--- src/rtl/mem_port_arb_pkg.sv ---
// Shared types for the core memory-port arbiter: FSM states, port ownership
// and the data word returned on a watchdog abort.
package mem_port_arb_pkg;

    typedef enum logic [1:0] {
        IDLE = 2'd0,
        REQ  = 2'd1,
        WAIT = 2'd2
    } state_t;

    typedef enum logic {
        OWN_LSU = 1'b0,
        OWN_IF  = 1'b1
    } owner_t;

    localparam logic [31:0] ERR_RDATA = 32'hDEAD_BEEF;

    localparam int unsigned CNT_W = 4;

endpackage

--- src/rtl/mem_port_arb_prio.sv ---
// Winner select between load/store (m0) and fetch (m1), with a saturating
// count of consecutive m0 wins that forces a fetch grant once it hits the limit.
module mem_port_arb_prio
    import mem_port_arb_pkg::*;
#(
    parameter int unsigned STARVE_MAX = 4
) (
    input  logic clk,
    input  logic rst,
    input  logic arb_en,
    input  logic m0_req,
    input  logic m1_req,
    output logic m0_win_c,
    output logic m1_win_c
);

    logic [CNT_W-1:0] cnt;

    always_comb begin
        m0_win_c = arb_en & m0_req & (~m1_req | (cnt < CNT_W'(STARVE_MAX)));
        m1_win_c = arb_en & m1_req & ~m0_win_c;
    end

    // Only grants move the counter; idle cycles leave it untouched.
    always_ff @(posedge clk) begin
        if (rst) begin
            cnt <= '0;
        end else if (m0_win_c) begin
            if (!m1_req) begin
                cnt <= '0;
            end else if (cnt < CNT_W'(STARVE_MAX)) begin
                cnt <= cnt + CNT_W'(1);
            end
        end else if (m1_win_c) begin
            cnt <= '0;
        end
    end

endmodule

--- src/rtl/mem_port_arbiter.sv ---
// Shares the single core memory port between load/store (m0) and fetch (m1).
// Optional watchdog abort is enabled by defining MEM_PORT_ARB_TIMEOUT_EN.
module mem_port_arbiter
    import mem_port_arb_pkg::*;
#(
    parameter int unsigned ADDR_W         = 32,
    parameter int unsigned DATA_W         = 32,
    parameter int unsigned STARVE_MAX     = 4,
    parameter int unsigned TIMEOUT_CYCLES = 255
) (
    input  logic                clk_i,
    input  logic                rst_i,
    input  logic                m0_req_i,
    input  logic                m0_we_i,
    input  logic [ADDR_W-1:0]   m0_addr_i,
    input  logic [DATA_W-1:0]   m0_wdata_i,
    input  logic [DATA_W/8-1:0] m0_be_i,
    output logic                m0_gnt_o,
    output logic                m0_rvalid_o,
    output logic [DATA_W-1:0]   m0_rdata_o,
    input  logic                m1_req_i,
    input  logic [ADDR_W-1:0]   m1_addr_i,
    output logic                m1_gnt_o,
    output logic                m1_rvalid_o,
    output logic [DATA_W-1:0]   m1_rdata_o,
    input  logic                flush_i,
    output logic                hold_if_o,
    output logic                s_req_o,
    output logic                s_we_o,
    output logic [ADDR_W-1:0]   s_addr_o,
    output logic [DATA_W-1:0]   s_wdata_o,
    output logic [DATA_W/8-1:0] s_be_o,
    input  logic                s_gnt_i,
    input  logic                s_rvalid_i,
    input  logic [DATA_W-1:0]   s_rdata_i,
    output logic                err_o
);

    localparam int unsigned BE_W = DATA_W / 8;

    state_t            state;
    state_t            state_next;
    owner_t            owner;
    logic              drop_q;
    logic              arb_en_c;
    logic              m0_win_c;
    logic              m1_win_c;
    logic              resp_c;
    logic              timeout_c;
    logic [DATA_W-1:0] resp_data_c;
    logic [DATA_W-1:0] m0_rdata_q;
    logic [DATA_W-1:0] m1_rdata_q;

    assign arb_en_c = ~rst_i & (state == IDLE);

    mem_port_arb_prio #(
        .STARVE_MAX (STARVE_MAX)
    ) u_prio (
        .clk      (clk_i),
        .rst      (rst_i),
        .arb_en   (arb_en_c),
        .m0_req   (m0_req_i),
        .m1_req   (m1_req_i),
        .m0_win_c (m0_win_c),
        .m1_win_c (m1_win_c)
    );

`ifdef MEM_PORT_ARB_TIMEOUT_EN
    localparam int unsigned WDOG_W = $clog2(TIMEOUT_CYCLES + 1);

    logic [WDOG_W-1:0] wdog;

    // Cycles spent in REQ+WAIT; the abort fires on the TIMEOUT_CYCLES-th one.
    always_ff @(posedge clk_i) begin
        if (rst_i || state == IDLE) begin
            wdog <= '0;
        end else begin
            wdog <= wdog + WDOG_W'(1);
        end
    end

    assign timeout_c = (state != IDLE) && (wdog == WDOG_W'(TIMEOUT_CYCLES - 1));
`else
    logic unused_cfg;

    assign unused_cfg = ^32'(TIMEOUT_CYCLES);
    assign timeout_c  = 1'b0;
`endif

    always_ff @(posedge clk_i) begin
        if (rst_i) begin
            state <= IDLE;
        end else begin
            state <= state_next;
        end
    end

    always_comb begin
        state_next  = state;
        resp_c      = 1'b0;
        m0_gnt_o    = 1'b0;
        m1_gnt_o    = 1'b0;
        m0_rvalid_o = 1'b0;
        m1_rvalid_o = 1'b0;
        hold_if_o   = 1'b0;
        err_o       = 1'b0;
        s_req_o     = 1'b0;
        resp_data_c = s_rdata_i;

        case (state)
            IDLE: if (m0_win_c || m1_win_c) state_next = REQ;
            REQ:  if (s_gnt_i) state_next = WAIT;
            WAIT: begin
                if (s_rvalid_i) begin
                    state_next = IDLE;
                    resp_c     = 1'b1;
                end
            end
            default: state_next = IDLE;
        endcase

        if (timeout_c) begin
            state_next  = IDLE;
            resp_c      = 1'b1;
            resp_data_c = DATA_W'(ERR_RDATA);
        end

        m0_gnt_o    = m0_win_c;
        m1_gnt_o    = m1_win_c;
        hold_if_o   = ~rst_i & m1_req_i & ~m1_win_c;
        s_req_o     = (state == REQ);
        err_o       = ~rst_i & timeout_c;
        m0_rvalid_o = ~rst_i & resp_c & (owner == OWN_LSU);
        // A flush arriving with the response itself must also kill it.
        m1_rvalid_o = ~rst_i & resp_c & (owner == OWN_IF) & ~drop_q & ~flush_i;
    end

    assign m0_rdata_o = m0_rvalid_o ? resp_data_c : m0_rdata_q;
    assign m1_rdata_o = m1_rvalid_o ? resp_data_c : m1_rdata_q;

    // Latch the winner's payload; fetches are always full-word reads.
    always_ff @(posedge clk_i) begin
        if (rst_i) begin
            owner     <= OWN_LSU;
            s_we_o    <= 1'b0;
            s_addr_o  <= '0;
            s_wdata_o <= '0;
            s_be_o    <= '0;
        end else if (m0_win_c) begin
            owner     <= OWN_LSU;
            s_we_o    <= m0_we_i;
            s_addr_o  <= m0_addr_i;
            s_wdata_o <= m0_wdata_i;
            s_be_o    <= m0_be_i;
        end else if (m1_win_c) begin
            owner     <= OWN_IF;
            s_we_o    <= 1'b0;
            s_addr_o  <= m1_addr_i;
            s_wdata_o <= '0;
            s_be_o    <= {BE_W{1'b1}};
        end
    end

    always_ff @(posedge clk_i) begin
        if (rst_i) begin
            drop_q <= 1'b0;
        end else if (state_next == IDLE) begin
            drop_q <= 1'b0;
        end else if (flush_i && owner == OWN_IF && state != IDLE) begin
            drop_q <= 1'b1;
        end
    end

    always_ff @(posedge clk_i) begin
        if (rst_i) begin
            m0_rdata_q <= '0;
            m1_rdata_q <= '0;
        end else begin
            if (m0_rvalid_o) m0_rdata_q <= resp_data_c;
            if (m1_rvalid_o) m1_rdata_q <= resp_data_c;
        end
    end

endmodule

--- config.mk ---
export PLATFORM = sky130hd
export DESIGN_NAME = mem_port_arbiter
export DESIGN_NICKNAME = d
export VERILOG_FILES = /design/src/rtl/mem_port_arb_pkg.sv /design/src/rtl/mem_port_arb_prio.sv /design/src/rtl/mem_port_arbiter.sv
export SDC_FILE = /design/constraint.sdc
export NUM_CORES = 1
export LEC_CHECK = 0
export CORE_ASPECT_RATIO = 0.75
export CORE_UTILIZATION = 37
export CTS_CLUSTER_DIAMETER = 150
export DETAILED_ROUTE_END_ITERATION = 16
export PLACE_DENSITY = 0.74
export RECOVER_POWER = 25
export SYNTH_ARGS = -nofsm -noshare
export SYNTH_HDL_FRONTEND = slang
export SYNTH_SLANG_ARGS = --single-unit
--- constraint.sdc ---
create_clock -name clk_i -period 1.8 [get_ports clk_i]
set_clock_uncertainty 0.1 [all_clocks]
set_input_delay 0.36 -clock clk_i [delete_from_list [all_inputs] [get_ports clk_i]]
set_output_delay 0.36 -clock clk_i [all_outputs]
set_load 0.01 [all_outputs]
# After elaboration in Yosys (flattened, before gate mapping)
# Cells that the tools add are included.
# totals
wordCells	65
regBits	141
in_bits	140
output_inout_bits	140
# op_classes
bitwise	20
eq_ne	3
muxes	20
n_reduce_logical	10
n_lt_le_gt_ge	1
addsub	1
# ops
operator	n
$mux 32	6
$mux 4	6
$and 1x1->1	12
$not 1->1	7
$mux 2	3
$pmux 2 s3	1
$add 4x1->4 const B	1
$logic_not 2->1	2
$lt 4x3->1 const B	1
$mux 1	4
$reduce_bool 2->1	2
$reduce_or 2->1	2
$ne 3x2->1 const B	1
$eq 2x1->1 const B	1
$eq 2x2->1 const B	1
$logic_and 1x1->1	2
$reduce_and 2->1	1
$logic_or 1x1->1	1
$or 1x1->1	1

# Logic depth before layout (Yosys ltp)
# depth
word_depth	11
mapped_depth	7
depth_no_buf	4

# By module
# A second synthesis with hierarchy kept.
# unflattened
cells_unflattened	703
hier_area_um2	5969.5
# by_module_without_submodules
module	seq_area_each_um2	area_per_inst_um2	instances	cells_per_inst
mem_port_arbiter	2742.6	5774.3	1	685
mem_port_arb_prio	80.1	195.2	1	18

# Least setup slack after synthesis
# Ideal clock, no wire load.
# synth_timing
path_kind	reg2out
from	register state[0]
to	output port m1_gnt_o
required_ns	1.340
t_arrival_ns	1.386
path_stages_with_launch	7
path_buffers	2
setup_slack_ns	-0.046
cell_sequence	dfxtp_1 > buf_6 > nor4b_2 > nand2_1 > inv_2 > clkbuf_1 > nor2_1
# synth_between
elab_chain_len	6
word_cells_on_any_way	7
classes_between	6 x bitwise; 1 x reduce/logical
# synth_lines
element	line_no	rtl
start, declared	mem_port_arbiter.sv:41	state_t state;
start signal, assigned	mem_port_arbiter.sv:94	state <= state_next;
$logic_not 2->1	mem_port_arbiter.sv:54	assign arb_en_c = ~rst_i & (state == IDLE);
$and 1x1->1	mem_port_arbiter.sv:54	
$and 1x1->1 (2 in series)	mem_port_arb_prio.sv:20	m0_win_c = arb_en & m0_req & (~m1_req | (cnt < CNT_W'(STARVE_MAX)));
named net m0_gnt_o	mem_port_arbiter.sv:18	output logic m0_gnt_o,
$not 1->1	mem_port_arb_prio.sv:21	m1_win_c = arb_en & m1_req & ~m0_win_c;
$and 1x1->1	mem_port_arb_prio.sv:21	
end, declared	mem_port_arbiter.sv:23	output logic m1_gnt_o,
# The timed path passes the listed nets, and every way through them passes these cells.

# Worst setup path in the final report
# layout_timing
from	register state[0]
to	output port m1_rdata_o[3]
# layout_between
elab_chain_len	7
# layout_lines
element	line_no	rtl
$eq 2x2->1	mem_port_arbiter.sv:110	case (state)
$mux 1	mem_port_arbiter.sv:110	
$and 1x1->1 (4 in series)	mem_port_arbiter.sv:135	m1_rvalid_o = ~rst_i & resp_c & (owner == OWN_IF) & ~drop_q & ~flush_i;
$mux 32	--	
end, declared	mem_port_arbiter.sv:25	output logic [DATA_W-1:0] m1_rdata_o,
# Every way passes these cells.

==> impl_metrics.env <==
export IMPL_synth_area_leaders="dfxtp_1 (49%), a21oi_1 (6.2%), nand3_1 (6.0%)"
export IMPL_dieArea_mm2=0.0162
export IMPL_ys_flop_type="dfxtp_1"
export IMPL_ant_nets=0
export IMPL_grt_antenna_before_repair=0
export IMPL_tightest_slew_ns=0.702
export IMPL_slowest_delay_ns=0.33
export IMPL_finalSetupViolCount=130
export IMPL_netSwitchingFraction=0.267
export IMPL_grt_total_usage=0.313
export IMPL_drc=0
export IMPL_p_seq_frac=0.381
export IMPL_post_place_cells=1136
export IMPL_viasPerCell=5.62
export IMPL_cts_buffers=17
export IMPL_initial_utilization=0.379
export IMPL_cp_end_kind="output pin"
export IMPL_synthAdderAreaFrac=0.00216
export IMPL_dp_hpwl_um=13000
export IMPL_hp_start="rst_i"
export IMPL_final_cell_area_mm2=0.0122
export IMPL_path_clk_slew_ns=0.06
export IMPL_cp_arrival_ns=1.99
export IMPL_final_cells=1278
export IMPL_hold_class="in -> reg"
export IMPL_violations="setup timing"
export IMPL_r2r_end="m1_rdata_q[12]$_SDFF_PP0_"
export IMPL_grt_use_met1=0.396
export IMPL_detailedRoute_firstIterationViolations=480
export IMPL_yosys_area_share_simple=0.144
export IMPL_crit_path_frequent_cell="buf_6"
export IMPL_synth_cells=645
export IMPL_vias=7177
export IMPL_h_tree_depth=4
export IMPL_nNetsFinal=1201
export IMPL_vdd_drop_max_v=0.000679
export IMPL_p_comb_frac=0.201
export IMPL_synth_edff_count=0
export IMPL_clkPwrFrac=0.418
export IMPL_power_density_mw_per_mm2=725
export IMPL_rrSetupSlack_ns=-0.57
export IMPL_p_leak_nw=5.44
export IMPL_dr_pass1_iters=5
export IMPL_yosysTopAreaCell="dfxtp_1"
export IMPL_dieHeight_um=110
export IMPL_wirelength_um=28300
export IMPL_crit_type="reg -> out"
export IMPL_io_buffers=278
export IMPL_row_count=39
export IMPL_clock_latency_ns=0.43
export IMPL_grt_pass1_wl_um=38200
export IMPL_hold_slack_ns=0.307
export IMPL_seq_area_frac_synth=0.487
export IMPL_worst_slack_ns=-0.653
export IMPL_cp_max_fo=8
export IMPL_holdPathEnd="m1_rdata_q[1]$_SDFF_PP0_"
export IMPL_tritoncts="done"
export IMPL_drv_cap=0
export IMPL_utilization=0.797
export IMPL_ys_ff_latch=141
export IMPL_io_pins=280
export IMPL_synth_fp_nets=786
export IMPL_area_growth_pct=110
export IMPL_slew_headroom=0.532
export IMPL_async_flop_share=0
export IMPL_r2r_start="state[0]$_SDFF_PP0_"
export IMPL_status="finished with violations"
export IMPL_whs_path_depth=3
export IMPL_synth_top_family_by_area="compound AO/OA/AOI/OAI gates"
export IMPL_hold_viol=0
export IMPL_cts_buffer_depth=2
export IMPL_cts_root_buf="clkbuf_16"
export IMPL_synth_compound_area_frac=0.292
export IMPL_clock_sinks=141
export IMPL_muxShareOfSynthArea=0
export IMPL_p_switching_mw=2.36
export IMPL_drive_gt1_frac=0.407
export IMPL_syn_avg_cell_area_um2=8.98
export IMPL_start_kind="flop"
export IMPL_grt_busiest_layer="met2"
export IMPL_grt_overflow_total=0
export IMPL_post_drt_wl_per_cell_um=22.1
export IMPL_synth_distinct_cells=41
export IMPL_fin_crit_sh=1.36
export IMPL_worstPathCellList="buf_6, nand4bb_4, buf_12, buf_16, buf_6, o21ai_4, nand2_1, buf_2"
export IMPL_synthXorXnorAreaFrac=0
export IMPL_p_int_mw=6.47
export IMPL_diodes=0
export IMPL_slew_viol_final=0
export IMPL_gp_congestion=0.794
export IMPL_fin_total_pwr_mw=8.83
export IMPL_die_x_um=147
export IMPL_fmax_ghz=0.408
export IMPL_yosys_warnings=0
export IMPL_cts_hold_buf=0
export IMPL_r2r_cells=15
export IMPL_required_ns=1.34
export IMPL_place_area_mm2=0.00921
export IMPL_cp_slowest_cell="dfxtp_2"
export IMPL_syn_area_mm2=0.00579
export IMPL_use_met2=0.499
export IMPL_grt_max_degree=59
export IMPL_finalCriticalPeriod_ns=2.45
export IMPL_grt_pass1_vias=6894
export IMPL_synth_top_area_frac=0.487
export IMPL_core_mm2=0.0153
export IMPL_rsz0062_at_grt="yes"
export IMPL_fillers=889
export IMPL_met3_usage=0.0835
## placed cells by master, fill, tap and decap left out, types with 4 or more instances in the layout
master           count
clkdlybuf4s50_1    150
dfxtp_1            138
buf_4               82
buf_6               71
a21oi_1             68
nand2_1             52
buf_2               52
o21ai_4             51
nand3_1             48
a221o_1             32
inv_1               28
a22o_1              28
clkdlybuf4s25_1     27
a211oi_2            25
buf_16              22
nand3_2             19
clkbuf_16           19
buf_12              18
dlymetal6s2s_1      17
o21ai_2             14
nand2_2             13
dlygate4sd2_1       12
o31ai_1              6
and4_1               6
and3_1               6
buf_8                6
nor2_4               4
o221a_2              4
a21oi_2              4
clkinvlp_4           4
## layout make-up
type	count	area, um2	share of cell area
Timing Repair Buffer	461	4910	0.403
Tap cell	205	256	0.0211
Sequential cell	141	2830	0.232
Inverter	29	111	0.00914
Multi-Input combinational cell	410	3470	0.285
Clock buffer	20	447	0.0367
Clock inverter	12	160	0.0131
## routing by layer
layer | vias to the layer above | wire length [um]
met3 | 90 | 2350
met5 | - | 0
li1 | 3216 | -
met1 | 3465 | 11600
met4 | 0 | 1050
met2 | 406 | 13300
## worst max path at each step
stage | to | depth (start not counted) | slack, ns | startpoint
finish | m1_rdata_o[3] | 8 | -0.65 | state[0]$_SDFF_PP0_
global route | m1_rdata_o[29] | 8 | -0.71 | state[0]$_SDFF_PP0_
CTS | m1_rdata_o[1] | 8 | -0.70 | state[0]$_SDFF_PP0_
detailed placement | m1_rdata_o[22] | 6 | -0.92 | flush_i
global placement | m1_rdata_o[23] | 6 | -0.87 | flush_i
floorplan | m1_gnt_o | 5 | -0.001 | state[0]$_SDFF_PP0_
## metrics by stage
| step | worst slack, ns | setup TNS (ns) |
|---|---|---|
| 2_1_floorplan | -0.00108 | -0.00108 |
| 3_3_place_gp | -0.868 | -87.40 |
| 3_5_place_dp | -0.919 | -93.31 |
| 4_1_cts | -0.699 | -55.46 |
| 5_1_grt | -0.709 | -60.49 |
| 6_report | -0.653 | -52.09 |
## power by group through the flow
stage,Clock (mW),Combinational [mW],Sequential (mW)
final,3.69,1.78,3.37
after global routing,3.88,1.86,3.38
after CTS,3.69,1.67,3.36
after detailed placement,0,1.35,3.42
after global placement,0,1.34,3.42
after floorplan,0,0.454,3.48
## timing repair
item	in CTS	in global routing
endpoints found under the setup margin	133	192
gates resized for setup	545	155
setup buffers	78	21
pin swaps	96	50
gates cloned	23	5
## cells in the mapped netlist, types with 2 or more instances
cell / number
dfxtp_1: 141
a21oi_1: 72
nand3_1: 69
nand2_1: 66
o21ai_0: 65
clkbuf_1: 36
a221o_1: 32
a22o_1: 28
inv_1: 28
buf_2: 20
a211oi_2: 18
a211oi_1: 10
and3_1: 6
and4_1: 6
nor2_1: 6
o31ai_1: 6
o221a_2: 4
buf_4: 3
a32o_1: 2
buf_1: 2
buf_6: 2
nor2b_1: 2
or2_2: 2
or3b_2: 2
## worst max-delay path: cells and delay by family (launching register included)
kind            cells  cell delay [ns]
simple gates        2             0.33
compound gates      1             0.12
flops               1             0.33
buf+inv             5             0.77
## kinds of logic after synthesis
logic type | Yosys count
AO/OA/AOI/OAI | 241
adder cells (fa/ha/maj) | 1
buffers and inverters | 94
flip-flops | 141
other | 1
AND/OR/NAND/NOR | 167
## sequential cells by signal (all words and copies together), names as in the netlist
name	count
m0_rdata_q	32
m1_rdata_q	32
s_addr_o	32
s_wdata_o	32
s_be_o	4
u_prio.cnt	4
state	2
drop_q	1
owner	1
s_we_o	1
No activity file was read; power rests on OpenSTA's default activity.
